<file path="src/rtl/sram_bank_retention_ctrl_if.sv">
// Request/grant/response signals between the bus, the retention controller and
// the SRAM bank. Only the request strobe is gated by the controller. Address,
// write enable, write data and byte enables bypass it and are not carried here.
interface sram_bank_retention_ctrl_if;
    logic req_i;       // OBI request from the bus
    logic gnt_o;       // OBI grant back to the bus
    logic rvalid_i;    // response valid from the bank
    logic bank_req_o;  // gated request towards the bank

    // Bus plus bank side: issues requests and returns responses.
    modport master (
        output req_i,
        output rvalid_i,
        input  gnt_o,
        input  bank_req_o
    );

    // Retention controller side.
    modport slave (
        input  req_i,
        input  rvalid_i,
        output gnt_o,
        output bank_req_o
    );
endinterface

</file>
<file path="src/rtl/sram_bank_retention_ctrl.sv">
// Per-bank retention sequencer. It gates the OBI request to one SRAM bank and
// tracks the single outstanding access. After a programmable idle time, or
// when forced, it drains the bank and puts it into retention. On a new request
// it wakes the bank and stalls the master until exit settling has finished.
module sram_bank_retention_ctrl #(
    parameter int IdleCycles  = 16,
    parameter int EnterCycles = 2,
    parameter int ExitCycles  = 2,
    parameter int CntWidth    = 8
) (
    input  logic                          clk_cg,
    input  logic                          rst_ni,
    input  logic                          ret_en_i,
    input  logic                          force_ret_i,
    sram_bank_retention_ctrl_if.slave     bus,
    output logic                          set_retentive_no,
    output logic [2:0]                    state_o
);

    typedef enum logic [2:0] {
        ST_ACTIVE = 3'd0,
        ST_DRAIN  = 3'd1,
        ST_ENTER  = 3'd2,
        ST_RET    = 3'd3,
        ST_EXIT   = 3'd4
    } state_e;

    localparam logic [CntWidth-1:0] IDLE_LAST  = CntWidth'(IdleCycles - 1);
    localparam logic [CntWidth-1:0] ENTER_LAST = CntWidth'(EnterCycles - 1);
    localparam logic [CntWidth-1:0] EXIT_LAST  = CntWidth'(ExitCycles - 1);

    state_e              state_q;
    logic                set_ret_n_q;
    logic [CntWidth-1:0] idle_cnt_q;
    logic [CntWidth-1:0] settle_cnt_q;
    logic                outstanding_q;
    logic                outstanding_d;
    logic                bank_req;

    // Pass the request through only in ACTIVE. The grant is the same signal,
    // so a granted request always reaches the bank in the same cycle.
    always_comb begin
        bank_req       = bus.req_i & (state_q == ST_ACTIVE);
        bus.bank_req_o = bank_req;
        bus.gnt_o      = bank_req;
    end

    // A new request sets the outstanding flag and a response without a new request clears it.
    always_comb begin
        outstanding_d = bank_req | (outstanding_q & ~bus.rvalid_i);
    end

    // Power-sequencing FSM. Registered outputs and counters share one process.
    always_ff @(posedge clk_cg or negedge rst_ni) begin
        if (!rst_ni) begin
            state_q       <= ST_ACTIVE;
            set_ret_n_q   <= 1'b1;
            idle_cnt_q    <= '0;
            settle_cnt_q  <= '0;
            outstanding_q <= 1'b0;
        end else begin
            outstanding_q <= outstanding_d;
            case (state_q)
                ST_ACTIVE: begin
                    if (bus.req_i || !ret_en_i) begin
                        idle_cnt_q <= '0;
                    end else if (idle_cnt_q != IDLE_LAST) begin
                        idle_cnt_q <= idle_cnt_q + 1'b1;
                    end
                    // A live request always wins over force or idle expiry.
                    if (!bus.req_i &&
                        (force_ret_i || (ret_en_i && idle_cnt_q == IDLE_LAST))) begin
                        state_q      <= ST_DRAIN;
                        idle_cnt_q   <= '0;
                        settle_cnt_q <= '0;
                    end
                end
                ST_DRAIN: begin
                    // Leave as soon as the last access has completed. This
                    // includes the cycle in which its response arrives.
                    if (!outstanding_d) begin
                        state_q      <= ST_ENTER;
                        set_ret_n_q  <= 1'b0;
                        settle_cnt_q <= '0;
                    end
                end
                ST_ENTER: begin
                    // Entry is never aborted, even if a request shows up now.
                    if (settle_cnt_q == ENTER_LAST) begin
                        state_q      <= ST_RET;
                        settle_cnt_q <= '0;
                    end else begin
                        settle_cnt_q <= settle_cnt_q + 1'b1;
                    end
                end
                ST_RET: begin
                    if (!force_ret_i && (bus.req_i || !ret_en_i)) begin
                        state_q      <= ST_EXIT;
                        set_ret_n_q  <= 1'b1;
                        settle_cnt_q <= '0;
                    end
                end
                ST_EXIT: begin
                    if (settle_cnt_q == EXIT_LAST) begin
                        state_q      <= ST_ACTIVE;
                        settle_cnt_q <= '0;
                        idle_cnt_q   <= '0;
                    end else begin
                        settle_cnt_q <= settle_cnt_q + 1'b1;
                    end
                end
                default: begin
                    state_q      <= ST_ACTIVE;
                    set_ret_n_q  <= 1'b1;
                    settle_cnt_q <= '0;
                    idle_cnt_q   <= '0;
                end
            endcase
        end
    end

    assign set_retentive_no = set_ret_n_q;
    assign state_o          = state_q;

    // A grant is only ever given to a live request.
    a_gnt_has_req: assert property (@(posedge clk_cg) disable iff (!rst_ni)
        bus.gnt_o |-> bus.req_i);

    // A response with no access in flight is treated as a bank protocol error.
    a_rvalid_expected: assert property (@(posedge clk_cg) disable iff (!rst_ni)
        bus.rvalid_i |-> outstanding_q);

    // Settling phases must run to completion.
    a_enter_complete: assert property (@(posedge clk_cg) disable iff (!rst_ni)
        (state_q == ST_ENTER && settle_cnt_q != ENTER_LAST) |=> state_q == ST_ENTER);
    a_exit_complete: assert property (@(posedge clk_cg) disable iff (!rst_ni)
        (state_q == ST_EXIT && settle_cnt_q != EXIT_LAST) |=> state_q == ST_EXIT);

    // The bank never goes retentive with an access still in flight.
    a_ret_idle: assert property (@(posedge clk_cg) disable iff (!rst_ni)
        !set_retentive_no |-> !outstanding_q);

endmodule

</file>
<file path="src/flat_wrapper.sv">
// flat-port wrapper written by rule: the top's interface ports become plain ports
module sram_bank_retention_ctrl_flat 
#(
    parameter int IdleCycles  = 16,
    parameter int EnterCycles = 2,
    parameter int ExitCycles  = 2,
    parameter int CntWidth    = 8
)
  (clk_cg, rst_ni, ret_en_i, force_ret_i, set_retentive_no, state_o, bus_req_i, bus_rvalid_i, bus_gnt_o, bus_bank_req_o);
  sram_bank_retention_ctrl_if bus_i ();
  input  logic clk_cg;
  input  logic rst_ni;
  input  logic ret_en_i;
  input  logic force_ret_i;
  output logic set_retentive_no;
  output logic [2:0] state_o;
  input wire logic [$bits(bus_i.req_i)-1:0] bus_req_i;
  input wire logic [$bits(bus_i.rvalid_i)-1:0] bus_rvalid_i;
  output wire logic [$bits(bus_i.gnt_o)-1:0] bus_gnt_o;
  output wire logic [$bits(bus_i.bank_req_o)-1:0] bus_bank_req_o;
  assign bus_i.req_i = bus_req_i;
  assign bus_i.rvalid_i = bus_rvalid_i;
  assign bus_gnt_o = bus_i.gnt_o;
  assign bus_bank_req_o = bus_i.bank_req_o;
  sram_bank_retention_ctrl #(.IdleCycles(IdleCycles), .EnterCycles(EnterCycles), .ExitCycles(ExitCycles), .CntWidth(CntWidth)) u_core (.clk_cg(clk_cg), .rst_ni(rst_ni), .ret_en_i(ret_en_i), .force_ret_i(force_ret_i), .bus(bus_i), .set_retentive_no(set_retentive_no), .state_o(state_o));
endmodule
</file>
<file path="config.mk">
export PLATFORM = sky130hd
export DESIGN_NAME = sram_bank_retention_ctrl_flat
export DESIGN_NICKNAME = d
export VERILOG_FILES = /design/src/rtl/sram_bank_retention_ctrl_if.sv /design/src/rtl/sram_bank_retention_ctrl.sv /design/src/flat_wrapper.sv
export SDC_FILE = /design/constraint.sdc
export NUM_CORES = 1
export LEC_CHECK = 0
export ABC_AREA = 1
export BUFFER_PORTS_ARGS = -buffer_cell sky130_fd_sc_hd__buf_2
export CORE_MARGIN = 2
export CORE_UTILIZATION = 65
export CTS_BUF_LIST = sky130_fd_sc_hd__clkbuf_4 sky130_fd_sc_hd__clkbuf_8
export CTS_CLUSTER_DIAMETER = 200
export DETAILED_ROUTE_END_ITERATION = 8
export PLACE_DENSITY_LB_ADDON = 0.15
export SYNTH_ARGS = -nofsm -noshare
export SYNTH_HDL_FRONTEND = slang
export SYNTH_SLANG_ARGS = --single-unit
</file>
<file path="constraint.sdc">
create_clock -name clk_cg -period 3.63 [get_ports clk_cg]
set_input_delay 1.089 -clock clk_cg [delete_from_list [all_inputs] [get_ports clk_cg]]
set_output_delay 1.089 -clock clk_cg [all_outputs]
set_load 0.01 [all_outputs]
</file>
* Word-level counts from Yosys, hierarchy flattened
Cells that the tools add are included.
** Word-level totals
- Logic and storage cells :: 61
- Bits in read-only memories :: 0
- Register bits :: 21
- Latch bits :: 0
- Output and inout port bits :: 6
- Input bits :: 6
- Bits in writable memories :: 0
- Memories kept :: 0
** Cells by class
- Shift operators :: 0
- Add/subtract/negate cells :: 2
- Divide/modulo/power cells :: 0
- Bitwise operators :: 6
- Multiplexer cells :: 19
- Equality and inequality tests :: 13
- Order comparisons :: 0
- $mul :: 0
- Reduce and logical (&&, ||, !) cells :: 16
** Operators by type and width (count)
- 8-bit 2-to-1 mux :: 8
- 8-bit case mux with 4 select lines :: 1
- 8-bit case mux with 3 select lines :: 1
- 8-bit by 1-bit adder with 8-bit output (second input constant) :: 2
- 3-bit 2-to-1 mux :: 5
- 3-bit case mux with 5 select lines :: 1
- 3-bit AND reduction :: 3
- 8-bit by 1-bit == test with 1-bit output (second input constant) :: 1
- 8-bit by 4-bit == test with 1-bit output (second input constant) :: 1
- 8-bit by 4-bit != test with 1-bit output (second input constant) :: 1
- 3-bit by 2-bit == test with 1-bit output (second input constant) :: 2
- 2-bit by 1-bit != test with 1-bit output (second input constant) :: 3
- 3-bit OR reduction :: 2
- 5-bit AND reduction :: 1
- 2-bit != test (second input constant) :: 2
- 4-bit != test (second input constant) :: 1
- 3-bit by 1-bit == test with 1-bit output (second input constant) :: 1
- 3-bit == test (second input constant) :: 1
- 1-bit logical AND :: 3
- 1-bit logical NOT :: 3
- 3-bit logical NOT :: 1
- 1-bit inverter :: 3
- 1-bit case mux with 3 select lines :: 1
- 1-bit bitwise AND :: 2
- 4 further kinds :: 6

* Logic depth before layout (Yosys ltp)
Gate-level depths: netlist (run 1).
- Depth in word-level cells :: 6
- Gate-level depth with buffers :: 9
- Depth with buffers taken out :: 9

* Worst setup path after synthesis (run 1)
OpenSTA, ideal clock, no wires.
- Path kind :: input-to-output
- Start point :: in bus_req_i
- End point :: out bus_gnt_o
- Arrival time :: 1409 ps
- Stages :: 3
- Path buffers :: 1
- Slack :: 1132 ps
- Required time :: 2541 ps
- Cell sequence :: nand3_1 -> inv_1 -> buf_4
** Between the ends
- Longest elaborated chain between the ends :: 1
** Ends and longest elaborated chain
- start: declaration :: line flat_wrapper.sv:17 : input wire logic [$bits(bus_i.req_i)-1:0] bus_req_i;
- 1-bit bitwise AND :: line sram_bank_retention_ctrl.sv:43 : bank_req = bus.req_i & (state_q == ST_ACTIVE);
- end: declaration :: line flat_wrapper.sv:19 : output wire logic [$bits(bus_i.gnt_o)-1:0] bus_gnt_o;
Every way passes these cells.

* Final worst setup path (run 1)
- Start point :: in bus_req_i
- End point :: out bus_bank_req_o
** Between the ends
- Longest elaborated chain between the ends :: 1
** Ends and longest elaborated chain
- 1-bit bitwise AND :: line sram_bank_retention_ctrl.sv:43
- end: declaration :: line flat_wrapper.sv:20 : output wire logic [$bits(bus_i.bank_req_o)-1:0] bus_bank_req_o;
Every way passes these cells.

==> impl_metrics.tcl, run 1 <==
set metrics [dict create \
    path_clk_slew_ps 120 \
    cp_num_buf_inv 3 \
    path_delay_family "buffers and inverters" \
    post_cts_buffers 0 \
    syn_area_per_cell_um2 7.117 \
    multi_input_area_um2 703.2 \
    synthAdderAreaFrac_pct 2.836 \
    start_util_pct 68.17 \
    clock_sinks 21 \
    drtAntennaViolNets 0 \
    fin_nets 210 \
    finalSetupTns_ps 0 \
    max-slew-margin-rel_pct 68.45 \
    slowest_delay_ps 120 \
    drt-total-wl_um 2458 \
    holdPathEnd "u_core.set_retentive_no$_DFFE_PN1P_" \
    min_path_cells 2 \
    cp.depth 4 \
    cp.arrival_ps 1510 \
    coreArea_um2 1942 \
    grt_max_degree 22 \
    status "finished, final reports clean" \
    cp_max_fo 3 \
    final_hold_viol_count 0 \
    place_ws_ps 1037 \
    synth_cell_type_count 22 \
    syn_inst 186 \
    antenna_found_initial 0 \
    synth_simple_gate_area_share_pct 45.09 \
    worstSetupStartpointType "input port" \
    drv_cap 0 \
    hold_buffers 0 \
    die_area_um2 2414 \
    finalCriticalPeriod_ps 2597 \
    drc 0 \
    syn_area_um2 1324 \
    synth_top_family_by_area "simple AND/OR/NAND/NOR gates" \
    ff2ff_path_depth 8 \
    fin_ws_ps 1033 \
    setup_violations 0 \
    post_drt_wl_per_cell_um 10.83 \
    drt_iter0_drc 32 \
    ios 12 \
    rsz0062_at_grt "false" \
    grt_overflow 0 \
    track_usage_pct 23.12 \
    tightestPinTransition_ps 473.3 \
    diodes 0 \
    synth_compound_area_share_pct 2.552 \
    regArea_um2 526.8 \
    irDropWorstVdd_v 0.0004968 \
    cts_buffers 3 \
    period_share_pct 71.54 \
    critical_path.cell_chain "buf_2 > nand3_1 > inv_1 > buf_2" \
    rows 16 \
    syn-num-nets 195 \
    endpoint_kind "primary output" \
    io_buffers 11 \
    synth_warnings 0 \
    cts_htree_levels 1 \
    cts_root_buf "clkbuf_4" \
    reg2reg_from "u_core.idle_cnt_q[0]$_DFFE_PN0P_" \
    reg2reg_to "u_core.settle_cnt_q[1]$_DFFE_PN0P_" \
    hold_ws_ps 477.8 \
    synth_xor_area_share_pct 2.647 \
    drt-vias-per-instance 5.110 \
    slew_viol_final 0 \
    yosys_register_bits 21 \
    chipWidth_um 49.13 \
    grt_pass1_wl_um 4422 \
    firstDrtPassIters 4 \
    crit_type "input port to primary output" \
    grt_pass1_vias 1084 \
    area_growth_pct 8.223 \
    cp_common_cell "buf_2" \
    fin_skew_ps 3.217 \
    ctsResizeCount 0 \
    p_per_area_nw_per_um2 619.0 \
    p_leak_nw 0.8378 \
    muxShareOfSynthArea_pct 0 \
    rrSetupSlack_ps 2160 \
    crit_slowest_cell "buf_2" \
    drive_gt1_share_pct 17.00 \
    gp_congestion 0.8577 \
    min_from "u_core.set_retentive_no$_DFFE_PN1P_" \
    vias 1160 \
    dieHeight_um 49.13 \
    clk_latency_ps 300 \
    clockBufferDepth 2 \
    critPathRequiredTime_ps 2540 \
    tritoncts "built" \
    ys_seq_area_share_pct 39.79 \
    fillers 151 \
    clock.fmax_mhz 385.1 \
    dp_hpwl_um 1868 \
    hold_class "flip-flop to flip-flop" \
]
final cells by class:
class,count,share of cell area [%]
multi-input cells,141,49.08
repair buffers,11,3.843
flip-flops and latches,21,36.77
clock inverters,1,0.3493
well taps,27,2.358
inverters,23,6.026
clock buffers,3,1.572
where the power goes:
part	switching [mW]	total [mW]	leakage, nW	internal [mW]
Combinational	0.286	0.435	0.537	0.149
Clock	0.0702	0.111	0.0177	0.0410
Sequential	0.0565	0.340	0.283	0.284
worst max path at each step:
stage	to	from
after global routing	bus_bank_req_o	bus_req_i
after global placement	bus_gnt_o	bus_req_i
final	bus_bank_req_o	bus_req_i
after detailed placement	bus_gnt_o	bus_req_i
after floorplan	bus_gnt_o	bus_req_i
after CTS	bus_gnt_o	bus_req_i
synthesized netlist by cell type:
| library cell | number | share of area, % |
|---|---|---|
| a21boi_4 | 1 | 1.4 |
| buf_4 | 1 | 0.57 |
| dfrtp_1 | 20 | 38 |
| dfstp_2 | 1 | 2.0 |
| ha_1 | 3 | 2.8 |
| inv_1 | 21 | 6.0 |
| inv_2 | 2 | 0.57 |
| nand2_1 | 75 | 21 |
| nand2_2 | 7 | 3.3 |
| nand2_4 | 1 | 0.85 |
| nand3_1 | 13 | 4.9 |
| nand3_2 | 1 | 0.76 |
| nand3b_1 | 3 | 1.7 |
| nand4_1 | 6 | 2.8 |
| nor2_1 | 16 | 4.5 |
| nor2_2 | 1 | 0.47 |
| nor2_4 | 3 | 2.6 |
| o21ai_0 | 1 | 0.38 |
| o21ai_1 | 2 | 0.76 |
| or2_1 | 2 | 0.95 |
| or2_2 | 2 | 0.95 |
| xor2_1 | 4 | 2.6 |
sequential cells by signal, summed over array words and instances, names as in the netlist:
signal                   cells
u_core.set_retentive_no      1
u_core.outstanding_q         1
u_core.idle_cnt_q            8
u_core.state_o               3
u_core.settle_cnt_q          8
kinds of logic after synthesis:
kind of cell / after synthesis
AOI/OAI and AO/OA: 4
and+or+nand+nor: 130
adders and majority gates: 3
buffers and inverters: 24
DFF: 21
xor gates and xnor gates: 4
metrics by stage:
stage	total power, mW	instances	util, %	cell area, um^2
2_1_floorplan	0.6700	186	-	1324
3_5_place_dp	0.7796	223	72.36	1405
6_report	0.8868	227	73.78	1433
3_3_place_gp	0.7608	223	72.36	1405
5_1_grt	0.9683	227	73.78	1433
4_1_cts	0.8922	227	73.78	1433
cells in the final DEF (no fill, tap or decap), types with 3 or more instances in the layout:
master / netlist / final
nor2_4: 3 / 3
nor2_1: 16 / 16
nand2_1: 75 / 75
nand3b_1: 3 / 3
buf_2: 0 / 11
dfrtp_1: 20 / 20
clkbuf_4: 0 / 3
nand4_1: 6 / 6
ha_1: 3 / 3
xor2_1: 4 / 4
nand2_2: 7 / 7
nand3_1: 13 / 13
inv_1: 21 / 21
per-layer routing:
metal,vias to the layer above,GRT usage (%),wire (um)
met5,-,0,0
met1,525,29.84,1170
li1,601,-,-
met3,2,4.294,104
met4,0,4.762,19
met2,32,40.32,1163
worst reg2reg max path: cells and delay by family, from the launching register on:
family / cells / cell delay, ps
AO/OA/AOI/OAI: 1 / 220
adder cells (fa/ha/maj): 1 / 210
flip-flops: 1 / 410
AND/OR/NAND/NOR: 6 / 550
Note: power is estimated with default switching activity, not from simulation.
==> run 2: changes to the inputs <==
Settings changed: CORE_UTILIZATION 65 to 55.
Clock period 3.63 ns to 2.1 ns, I/O delays scaled along.
==> impl_metrics.tcl, run 2 (synthesis gave the netlist of run 1 again) <==
set metrics [dict create \
    status "finished, final reports clean" \
    drtAntennaViolNets 0 \
    crit_type "flip-flop to primary output" \
    ctsResizeCount 0 \
    vias 1157 \
    irDropWorstVdd_v 0.0006904 \
    chipWidth_um 53.06 \
    grt_max_degree 22 \
    stdcell_count 228 \
    clk_latency_ps 300 \
    final_hold_viol_count 0 \
    cts_root_buf "clkbuf_4" \
    firstDrtPassIters 4 \
    grt_pass1_vias 1041 \
    die_area_um2 2815 \
    p_per_area_nw_per_um2 1081 \
    p_total_mw 1.553 \
    busiest_layer "met2" \
    grt_use_met2_pct 35.00 \
    rows 17 \
    drc 0 \
    tightestPinTransition_ps 468.0 \
    drt_iter0_drc 16 \
    finalCriticalPeriod_ps 1915 \
    post_drt_wl_per_cell_um 11.00 \
    cp_max_fo 6 \
    p_leak_nw 0.8385 \
    coreArea_um2 2255 \
    endpoint_kind "primary output" \
    layout_commonest_cell "nand2_1" \
    ios 12 \
    hold_class "input port to asynchronous set/reset pin" \
    hold_ws_ps 257.6 \
    cts_htree_levels 1 \
    grt_pass1_wl_um 4257 \
    critPathRequiredTime_ps 1470 \
    area_growth_pct 8.507 \
    fin_skew_ps 1.619 \
    fin_nets 210 \
    drive_gt1_share_pct 17.00 \
    cts_buffers 3 \
    track_usage_pct 20.87 \
    grt_use_met1_pct 26.16 \
    layout.cells.most_common_list "75 x nand2_1, 21 x inv_1, 20 x dfrtp_1" \
    finalSetupTns_ps 0 \
    cp.arrival_ps 1280 \
    dieHeight_um 53.06 \
    dp_cells 224 \
    drt-vias-per-instance 5.075 \
    setup_violations 0 \
    worstSetupStartpointType "flip-flop" \
    critPathLaunch "u_core.state_o[0]$_DFFE_PN0P_" \
    hold_buffers 0 \
    start_util_pct 58.71 \
    max-slew-margin-rel_pct 68.80 \
    grt_util_met3_pct 5.085 \
    ff2ff_path_depth 8 \
    utilization_pct 63.71 \
    path_clk_slew_ps 110 \
    antenna_found_initial 0 \
    clockBufferDepth 2 \
    slew_viol_final 0 \
    rsz0062_at_grt "false" \
    io_buffers 11 \
    clock_sinks 21 \
    dp_hpwl_um 1896 \
    grt_overflow 0 \
    rrSetupSlack_ps 630 \
    crit_path_end "bus_gnt_o" \
    reg2reg_from "u_core.idle_cnt_q[0]$_DFFE_PN0P_" \
    reg2reg_to "u_core.settle_cnt_q[7]$_DFFE_PN0P_" \
    period_share_pct 91.17 \
    drt-total-wl_um 2507 \
    gp_congestion 0.8180 \
    drv_cap 0 \
    diodes 0 \
    clock.fmax_mhz 522.3 \
    tritoncts "built" \
    post_cts_buffers 0 \
]
==> run 2: final cells by class <==
class / instances / area, um^2
Clock buffer: 4 / 30.03
Fill cell: 222 / 818.3
Inverter: 23 / 86.33
Multi-Input combinational cell: 141 / 703.2
Sequential cell: 21 / 526.8
Tap cell: 28 / 35.03
Timing Repair Buffer: 11 / 55.05
==> run 2: how the worst min path moves through the flow <==
stage	end	slack, ps
after floorplan	u_core.idle_cnt_q[0]$_DFFE_PN0P_	330
after global placement	u_core.set_retentive_no$_DFFE_PN1P_	460
after detailed placement	u_core.set_retentive_no$_DFFE_PN1P_	470
after CTS	u_core.state_o[2]$_DFFE_PN0P_	260
after global routing	u_core.state_o[2]$_DFFE_PN0P_	270
final	u_core.settle_cnt_q[7]$_DFFE_PN0P_	260
==> run 2: worst max-delay path, cell delays in order, from the launching register on <==
cell and delay, ps:
dfrtp_1 470, nor2_4 190, nand3_1 110, inv_1 80, buf_2 130
==> run 2: through the flow <==
step	cell area, um^2	setup slack [ps]
6_report	1436	185.5
5_1_grt	1436	96.30
4_1_cts	1436	173.7
3_5_place_dp	1406	424.5
3_3_place_gp	1406	440.4
2_1_floorplan	1324	505.4
==> run 2: power by group <==
group	leakage (nW)	total [mW]	switching [mW]	internal, mW
Clock	0.0184	0.208	0.121	0.0871
Combinational	0.537	0.756	0.497	0.258
Sequential	0.283	0.589	0.0986	0.491
Total	0.838	1.55	0.717	0.836
==> run 2: layer usage <==
metal | wire length, um | vias up
met5 | 0 | -
met4 | 23 | 0
met3 | 79 | 4
met2 | 1241 | 25
met1 | 1163 | 527
li1 | - | 601
